--- src/rtl/axil_regbank_slave.sv ---
// AXI4-Lite register bank: status register 0 with sticky W1C bits,
// control registers 1..NUM_REGS-1 with one-cycle write strobes.
module axil_regbank_slave #(
  parameter int          C_S_AXI_DATA_WIDTH = 32,
  parameter int          C_S_AXI_ADDR_WIDTH = 6,
  parameter int          NUM_REGS           = 12,
  parameter logic [31:0] STICKY_MASK        = 32'h0000_0004
) (
  input  logic                                   S_AXI_ACLK,
  input  logic                                   S_AXI_ARESETN,
  input  logic [C_S_AXI_ADDR_WIDTH-1:0]          S_AXI_AWADDR,
  input  logic [2:0]                             S_AXI_AWPROT,
  input  logic                                   S_AXI_AWVALID,
  output logic                                   S_AXI_AWREADY,
  input  logic [C_S_AXI_DATA_WIDTH-1:0]          S_AXI_WDATA,
  input  logic [C_S_AXI_DATA_WIDTH/8-1:0]        S_AXI_WSTRB,
  input  logic                                   S_AXI_WVALID,
  output logic                                   S_AXI_WREADY,
  output logic [1:0]                             S_AXI_BRESP,
  output logic                                   S_AXI_BVALID,
  input  logic                                   S_AXI_BREADY,
  input  logic [C_S_AXI_ADDR_WIDTH-1:0]          S_AXI_ARADDR,
  input  logic [2:0]                             S_AXI_ARPROT,
  input  logic                                   S_AXI_ARVALID,
  output logic                                   S_AXI_ARREADY,
  output logic [C_S_AXI_DATA_WIDTH-1:0]          S_AXI_RDATA,
  output logic [1:0]                             S_AXI_RRESP,
  output logic                                   S_AXI_RVALID,
  input  logic                                   S_AXI_RREADY,
  input  logic [C_S_AXI_DATA_WIDTH-1:0]          status_i,
  output logic [NUM_REGS*C_S_AXI_DATA_WIDTH-1:0] ctrl_regs_o,
  output logic [NUM_REGS-1:0]                    wr_pulse_o
);

  localparam int DW   = C_S_AXI_DATA_WIDTH;
  localparam int SW   = DW / 8;
  localparam int IDXW = C_S_AXI_ADDR_WIDTH - 2;
  localparam logic [IDXW:0] NREGS_W = NUM_REGS[IDXW:0];
  localparam logic [1:0] RESP_OKAY   = 2'b00;
  localparam logic [1:0] RESP_SLVERR = 2'b10;

  typedef enum logic {B_IDLE, B_RESP} b_state_t;
  typedef enum logic {R_IDLE, R_DATA} r_state_t;

  logic            ready_en_q;
  logic            aw_full_q, aw_full_d;
  logic [IDXW-1:0] aw_idx_q, aw_idx_d;
  logic            w_full_q, w_full_d;
  logic [DW-1:0]   wdata_q, wdata_d;
  logic [SW-1:0]   wstrb_q, wstrb_d;
  b_state_t        b_state_q, b_state_d;
  logic [1:0]      bresp_q, bresp_d;
  logic [NUM_REGS-1:0] pulse_q, pulse_d;
  logic [DW-1:0]   regs_q [NUM_REGS];
  logic [DW-1:0]   regs_d [NUM_REGS];
  r_state_t        r_state_q, r_state_d;
  logic [DW-1:0]   rdata_q, rdata_d;
  logic [1:0]      rresp_q, rresp_d;

  logic            aw_hs, w_hs, ar_hs, commit;
  logic            wr_in_range, rd_in_range;
  logic [IDXW-1:0] ar_idx;
  logic [DW-1:0]   wmask, clr, rd_val;
  logic            unused_ok;

  assign unused_ok = ^{S_AXI_AWPROT, S_AXI_ARPROT, S_AXI_AWADDR[1:0], S_AXI_ARADDR[1:0]};

  assign S_AXI_AWREADY = ready_en_q && !aw_full_q;
  assign S_AXI_WREADY  = ready_en_q && !w_full_q;
  assign S_AXI_ARREADY = ready_en_q && (r_state_q == R_IDLE);
  assign S_AXI_BVALID  = (b_state_q == B_RESP);
  assign S_AXI_BRESP   = bresp_q;
  assign S_AXI_RVALID  = (r_state_q == R_DATA);
  assign S_AXI_RDATA   = rdata_q;
  assign S_AXI_RRESP   = rresp_q;
  assign wr_pulse_o    = pulse_q;

  assign aw_hs  = S_AXI_AWVALID && S_AXI_AWREADY;
  assign w_hs   = S_AXI_WVALID && S_AXI_WREADY;
  assign ar_hs  = S_AXI_ARVALID && S_AXI_ARREADY;
  assign commit = aw_full_q && w_full_q && (b_state_q == B_IDLE);
  assign ar_idx = S_AXI_ARADDR[C_S_AXI_ADDR_WIDTH-1:2];
  assign wr_in_range = ({1'b0, aw_idx_q} < NREGS_W);
  assign rd_in_range = ({1'b0, ar_idx} < NREGS_W);

  // Expand buffered byte strobes to a bit mask
  always_comb begin
    wmask = '0;
    for (int unsigned i = 0; i < SW; i++) begin
      wmask[8*i +: 8] = {8{wstrb_q[i]}};
    end
  end

  // AW and W buffers fill independently and drain together on commit
  always_comb begin
    aw_full_d = aw_full_q;
    aw_idx_d  = aw_idx_q;
    w_full_d  = w_full_q;
    wdata_d   = wdata_q;
    wstrb_d   = wstrb_q;
    if (commit) begin
      aw_full_d = 1'b0;
      w_full_d  = 1'b0;
    end else begin
      if (aw_hs) begin
        aw_full_d = 1'b1;
        aw_idx_d  = S_AXI_AWADDR[C_S_AXI_ADDR_WIDTH-1:2];
      end
      if (w_hs) begin
        w_full_d = 1'b1;
        wdata_d  = S_AXI_WDATA;
        wstrb_d  = S_AXI_WSTRB;
      end
    end
  end

  // Write response state and registered response code
  always_comb begin
    b_state_d = b_state_q;
    bresp_d   = bresp_q;
    unique case (b_state_q)
      B_IDLE: if (commit) begin
        b_state_d = B_RESP;
        bresp_d   = wr_in_range ? RESP_OKAY : RESP_SLVERR;
      end
      B_RESP: if (S_AXI_BREADY) b_state_d = B_IDLE;
      default: b_state_d = B_IDLE;
    endcase
  end

  // Register update: status sampling with sticky W1C, control writes and strobes
  always_comb begin
    pulse_d = '0;
    clr     = '0;
    regs_d  = regs_q;
    if (commit && wr_in_range && (aw_idx_q == '0)) begin
      clr = wdata_q & wmask & STICKY_MASK;
    end
    // Sticky set is applied after the clear so a coincident set wins
    regs_d[0] = (status_i & ~STICKY_MASK)
              | (((regs_q[0] & ~clr) | status_i) & STICKY_MASK);
    for (int unsigned i = 1; i < NUM_REGS; i++) begin
      if (commit && wr_in_range && (aw_idx_q == IDXW'(i))) begin
        regs_d[i]  = (regs_q[i] & ~wmask) | (wdata_q & wmask);
        pulse_d[i] = 1'b1;
      end
    end
  end

  // Read mux; out-of-range indices match nothing and return zero
  always_comb begin
    rd_val = '0;
    for (int unsigned i = 0; i < NUM_REGS; i++) begin
      if (ar_idx == IDXW'(i)) rd_val = regs_q[i];
    end
  end

  // Read channel state and captured data/response
  always_comb begin
    r_state_d = r_state_q;
    rdata_d   = rdata_q;
    rresp_d   = rresp_q;
    unique case (r_state_q)
      R_IDLE: if (ar_hs) begin
        r_state_d = R_DATA;
        rdata_d   = rd_in_range ? rd_val : '0;
        rresp_d   = rd_in_range ? RESP_OKAY : RESP_SLVERR;
      end
      R_DATA: if (S_AXI_RREADY) r_state_d = R_IDLE;
      default: r_state_d = R_IDLE;
    endcase
  end

  // Flatten register array onto the output bus
  always_comb begin
    ctrl_regs_o = '0;
    for (int unsigned i = 0; i < NUM_REGS; i++) begin
      ctrl_regs_o[i*DW +: DW] = regs_q[i];
    end
  end

  // FSM state registers
  always_ff @(posedge S_AXI_ACLK or negedge S_AXI_ARESETN) begin
    if (!S_AXI_ARESETN) begin
      b_state_q <= B_IDLE;
      r_state_q <= R_IDLE;
    end else begin
      b_state_q <= b_state_d;
      r_state_q <= r_state_d;
    end
  end

  // Datapath registers; ready_en_q holds READYs low until the first edge after reset
  always_ff @(posedge S_AXI_ACLK or negedge S_AXI_ARESETN) begin
    if (!S_AXI_ARESETN) begin
      ready_en_q <= 1'b0;
      aw_full_q  <= 1'b0;
      aw_idx_q   <= '0;
      w_full_q   <= 1'b0;
      wdata_q    <= '0;
      wstrb_q    <= '0;
      bresp_q    <= '0;
      pulse_q    <= '0;
      regs_q     <= '{default: '0};
      rdata_q    <= '0;
      rresp_q    <= '0;
    end else begin
      ready_en_q <= 1'b1;
      aw_full_q  <= aw_full_d;
      aw_idx_q   <= aw_idx_d;
      w_full_q   <= w_full_d;
      wdata_q    <= wdata_d;
      wstrb_q    <= wstrb_d;
      bresp_q    <= bresp_d;
      pulse_q    <= pulse_d;
      regs_q     <= regs_d;
      rdata_q    <= rdata_d;
      rresp_q    <= rresp_d;
    end
  end

endmodule

--- config.mk ---
export PLATFORM = sky130hd
export DESIGN_NAME = axil_regbank_slave
export DESIGN_NICKNAME = d
export VERILOG_FILES = /design/src/rtl/axil_regbank_slave.sv
export SDC_FILE = /design/constraint.sdc
export NUM_CORES = 1
export LEC_CHECK = 0
export ABC_AREA = 1
export BUFFER_PORTS_ARGS = -buffer_cell sky130_fd_sc_hd__buf_2
export CAP_MARGIN = 0
export CORE_MARGIN = 4
export CORE_UTILIZATION = 40
export CTS_CLUSTER_DIAMETER = 80
export CTS_CLUSTER_SIZE = 10
export DETAILED_ROUTE_END_ITERATION = 10
export PLACE_DENSITY_LB_ADDON = 0.12
export SLEW_MARGIN = 20
export SYNTH_ARGS = -nofsm -noshare
export SYNTH_HDL_FRONTEND = slang
export SYNTH_SLANG_ARGS = --single-unit
--- constraint.sdc ---
create_clock -name S_AXI_ACLK -period 2.39 [get_ports S_AXI_ACLK]
set_clock_uncertainty 0.1 [all_clocks]
set_input_delay 0.478 -clock S_AXI_ACLK [delete_from_list [all_inputs] [get_ports S_AXI_ACLK]]
set_output_delay 0.478 -clock S_AXI_ACLK [all_outputs]
set_load 0.01 [all_outputs]
# == After elaboration in Yosys (flattened, before gate mapping) ==
# Index checks and enable logic that the tools add are counted.
# word_totals
regBits,476
input_bits,93
out_inout_bits,437
wordCells,147
# op_classes
n_lt_le_gt_ge,2
eq_ne,22
mux,37
bitwise_logic,31
n_reduce_logical,31
# ops
cell,count
$mux W32,13
$and A32 B32 Y32,12
$or A32 B32 Y32,11
$eq A4 B3 Y1 const B,8
$eq A4 B4 Y1 const B,8
$not A32 Y32,1
$or A32 B3 Y32,1
$logic_and A1 B1 Y1,21
$mux W1,19
$eq A4 B2 Y1 const B,4
$eq A4 B1 Y1 const B,2
$logic_not A4 Y1,2
$lt A4 B4 Y1 const B,2
$reduce_and A2 Y1,4
$mux W2,2
$pmux W1 S2,2
$reduce_bool A2 Y1,2
$and A3 B3 Y3,1
$mux W3,1
$not A1 Y1,3
$not A3 Y3,1
$or A3 B3 Y3,1
$logic_not A1 Y1,2

# == Depth between registers and ports, before layout ==
# logic_depth
depth_word,14
mapped_depth,14
ltp_nobuf,13

# == Least setup slack after synthesis ==
# Ideal clock, no wire load.
# synth_timing
path_type,register -> register
from,"register b_state_q, in the netlist S_AXI_BVALID"
to,register with a tool-made name
setup_time_ns,0.130
arrival_ns,1.590
required_ns,2.160
path_slack_ns,0.570
stages_incl_launch_ff,10
path_buffers,1
synth_period_minus_slack_ns,1.820
cell_sequence,dfrtp_1 > nor3_4 > inv_2 > nor3_4 > inv_4 > nor2_8 > nand2_4 > buf_6 > nand2_1 > o21ai_2
# synth_rtl
element,line_no,text
start: declaration,51,"b_state_t b_state_q, b_state_d;"
start signal: assignment,188,b_state_q <= b_state_d;

==> reports/summary.json <==
{
  "synthesis": {
    "post_synth_and_or_nand_nor_area_fraction_pct": 23.40,
    "synth_mux_area_share_pct": 0.3240,
    "postSynthAreaPerCell_um2": 8.829,
    "postSynth.topFlopCell": "sky130_fd_sc_hd__dfrtp_1",
    "synth_cell_type_count": 30,
    "synth_area_leaders": "sky130_fd_sc_hd__dfrtp_1, sky130_fd_sc_hd__nand2_1, sky130_fd_sc_hd__o21ai_0",
    "synth_area_mm2": 0.02086,
    "postSynthRegisterBits": 474,
    "synth_xor_xnor_area_share_pct": 0,
    "synth_warnings": 0,
    "most_used_standard_cell_by_instance_count_after_synthesis": "sky130_fd_sc_hd__nand2_1",
    "library_cell_occupying_the_most_area_in_the_post_synthesis_netlist": "sky130_fd_sc_hd__dfrtp_1",
    "syn-instance-count": 2362,
    "synth-seq-area-share_pct": 56.88,
    "synth-compound-area-share_pct": 12.40,
    "synth_fa_ha_area_share_pct": 0,
    "number_of_enable_flip_flop_cells_after_synthesis": 0,
    "netlist_top_cells_count": "sky130_fd_sc_hd__nand2_1, sky130_fd_sc_hd__dfrtp_1, sky130_fd_sc_hd__o21ai_0",
    "synth_top_area_share_pct": 56.88,
    "ys_async_sr_fraction_pct": 100.0,
    "largest_family_of_logic_cells_by_synthesized_area": "simple AND/OR/NAND/NOR gates"
  },
  "final_layout": {
    "layout-drive-gt1-share_pct": 27.59,
    "layout_nets": 3002,
    "nFillCells": 4994,
    "fin_area_mm2": 0.02609,
    "flow.area_growth_from_synthesis_pct": 25.08
  },
  "placement": {
    "gp_congestion": 0.8664,
    "preCtsSetupSlack_ps": -53.02,
    "io_buffers": 516,
    "placed_cell_area_mm2": 0.02431,
    "dpl.hpwl_um": 58620
  },
  "global_route": {
    "groute.layer.met1.usage_pct": 32.59,
    "global_route_met2_utilization_pct": 47.69,
    "gr-usage-met3_pct": 7.366,
    "grt_pass1_wl_um": 115100,
    "gr-usage-all-layers_pct": 27.10,
    "antenna_found_initial": 0,
    "grt_max_degree": 64,
    "grt_pass1_vias": 18070,
    "grt_busiest_layer": "met2",
    "globalRouteOverflowTotal": 0
  },
  "job": {
    "max-cap-violations": 0
  },
  "clock_tree": {
    "cts_bufs_inserted": 53,
    "clkSlewWorstSetupHoldPaths_ps": 60,
    "clockBufferDepth": 3,
    "cts_max_level": 2,
    "clk_latency_ps": 590,
    "cts_tree": "done",
    "ctsResizeCount": 0,
    "ctsRootBufferMaster": "sky130_fd_sc_hd__clkbuf_16",
    "cts.sinks": 474
  },
  "setup_path": {
    "timing.critical_path.fanout_max": 16,
    "setup.worst_path.start": "S_AXI_BVALID$_DFF_PN0_",
    "cp.required_ps": 2760,
    "critical_path.startpoint_type": "register",
    "critical_path.endpoint_type": "register",
    "category_of_the_most_critical_setup_path": "register to register",
    "reg2reg_from": "S_AXI_BVALID$_DFF_PN0_",
    "crit_arrival_ps": 2640
  },
  "die": {
    "die_w_um": 236.3,
    "number_of_primary_i_o_pins": 530,
    "fp.dieArea_mm2": 0.05585,
    "floorplan.core_area_mm2": 0.05151,
    "dieHeight_um": 236.3,
    "initial_core_util_pct": 40.49,
    "core.rowCount": 83
  },
  "detailed_routing": {
    "wire_per_inst_um": 21.60,
    "totalWireLength_um": 77620,
    "via_count_normalized_by_instance_count": 5.058,
    "vias": 18170,
    "drt_first_pass_iters": 8,
    "detail_route.drc_violations": 0,
    "ant_nets": 0,
    "initialDrtViolationCount": 1306
  },
  "power": {
    "power_leakage_nw": 13.92,
    "power.density_cell_area_mw_per_mm2": 1179,
    "peakVddDrop_uv": 692.1,
    "fin_total_pwr_mw": 30.76
  },
  "sta": {
    "final.min_clock_period_ps": 2273,
    "layout_setup_ws_ps": 117.0,
    "max_slew.worst_pin.slew_ps": 943.8,
    "setup_repair_after_global_routing_missed_its_margin": "true",
    "timing.final.crit_share_pct": 95.11,
    "slew_headroom_pct": 36.85,
    "slew_viol_final": 0,
    "hold_viol_final": 0,
    "setup-violations-final": 0,
    "fmaxAchievable_mhz": 439.9
  },
  "hold_path": {
    "hp-class": "input port to register",
    "worst_hold_startpoint": "S_AXI_WDATA[14]"
  },
  "run_status": {
    "result_of_the_run": "complete, no violations"
  }
}
[timing repair]
item | 4_1_cts | 5_1_grt
endpoints found under the hold margin | 79 | 0
buffers inserted | 0 | 2
setup endpoints to repair | 0 | 35
hold buffers | 37 | 0
[path summary, 6_finish.rpt]
| check | slack, ps | depth (start not counted) | to |
|---|---|---|---|
| max | 120 | 6 | register |
| min | 30 | 3 | wdata_q[14]$_DFFE_PN0P_ |
| max reg2reg | 120 | 6 | register |
| min reg2reg | 380 | 2 | S_AXI_RDATA[30]$_DFFE_PN0P_ |
| max in group asynchronous | 1030 | 3 | S_AXI_RDATA[16]$_DFFE_PN0P_ |
| min in group asynchronous | 360 | 2 | ctrl_regs_o[6]$_DFF_PN0_ |
[per-layer routing]
| metal | vias to the layer above | wire length, um |
|---|---|---|
| met4 | 0 | 2450 |
| li1 | 8656 | - |
| met3 | 119 | 5774 |
| met5 | - | 0 |
| met1 | 8849 | 30100 |
| met2 | 549 | 39290 |
[area by class of cell]
cell class	count	area (um^2)	area share, %
flip-flops and latches	474	11860	45.47
multi-input cells	1596	7581	29.06
repair buffers	631	3824	14.66
clock buffers	54	1340	5.137
well taps	680	850.8	3.262
inverters	153	576.8	2.211
clock inverters	3	47.55	0.1823
diodes	2	5.005	0.01919
[critical path, stage by stage, from the launching register on]
cell and delay (ps):
sky130_fd_sc_hd__dfrtp_1 420, sky130_fd_sc_hd__nor3_4 370, sky130_fd_sc_hd__nand3_2 280, sky130_fd_sc_hd__nor2_4 480
sky130_fd_sc_hd__nand2_4 270, sky130_fd_sc_hd__nand2_1 150, sky130_fd_sc_hd__o21ai_2 60
[cell usage in the layout, fill, tap and decap left out, types with 57 or more instances in the layout]
master / synthesis / final
sky130_fd_sc_hd__o21ai_1: 125 / 125
sky130_fd_sc_hd__a21oi_1: 86 / 85
sky130_fd_sc_hd__buf_2: 24 / 515
sky130_fd_sc_hd__dfrtp_1: 474 / 474
sky130_fd_sc_hd__o21ai_0: 206 / 206
sky130_fd_sc_hd__nand2_1: 772 / 771
sky130_fd_sc_hd__nor2_1: 88 / 84
sky130_fd_sc_hd__inv_1: 148 / 148
sky130_fd_sc_hd__o21ai_2: 57 / 57
sky130_fd_sc_hd__nand3_1: 100 / 100
[where the power goes]
group / total (mW) / internal [mW] / switching (mW)
clock network: 7.16 / 4.02 / 3.13
logic: 10.3 / 3.51 / 6.80
registers: 13.3 / 10.9 / 2.41
total: 30.8 / 18.4 / 12.3
[logic make-up (layout without fill, tap and decap cells)]
logic type	count (synthesis)	after routing
flip-flops	474	474
AO/OA/AOI/OAI	474	474
multiplexers	6	6
other	2	6
AND/OR/NAND/NOR	1112	1112
buffers and inverters	294	841
[metrics by stage]
stage / util [%] / TNS [ps] / std cells / hold slack [ps]
2_1_floorplan: - / 0 / 2364 / 82.41
3_3_place_gp: 47.19 / -80.81 / 3495 / 360.4
3_5_place_dp: 47.19 / -200.0 / 3495 / 364.1
4_1_cts: 50.60 / 0 / 3589 / 3.955
5_1_grt: 50.63 / -412.9 / 3591 / 24.73
6_report: 50.64 / 0 / 3593 / 34.62
Note: power is estimated with default switching activity, not from simulation.
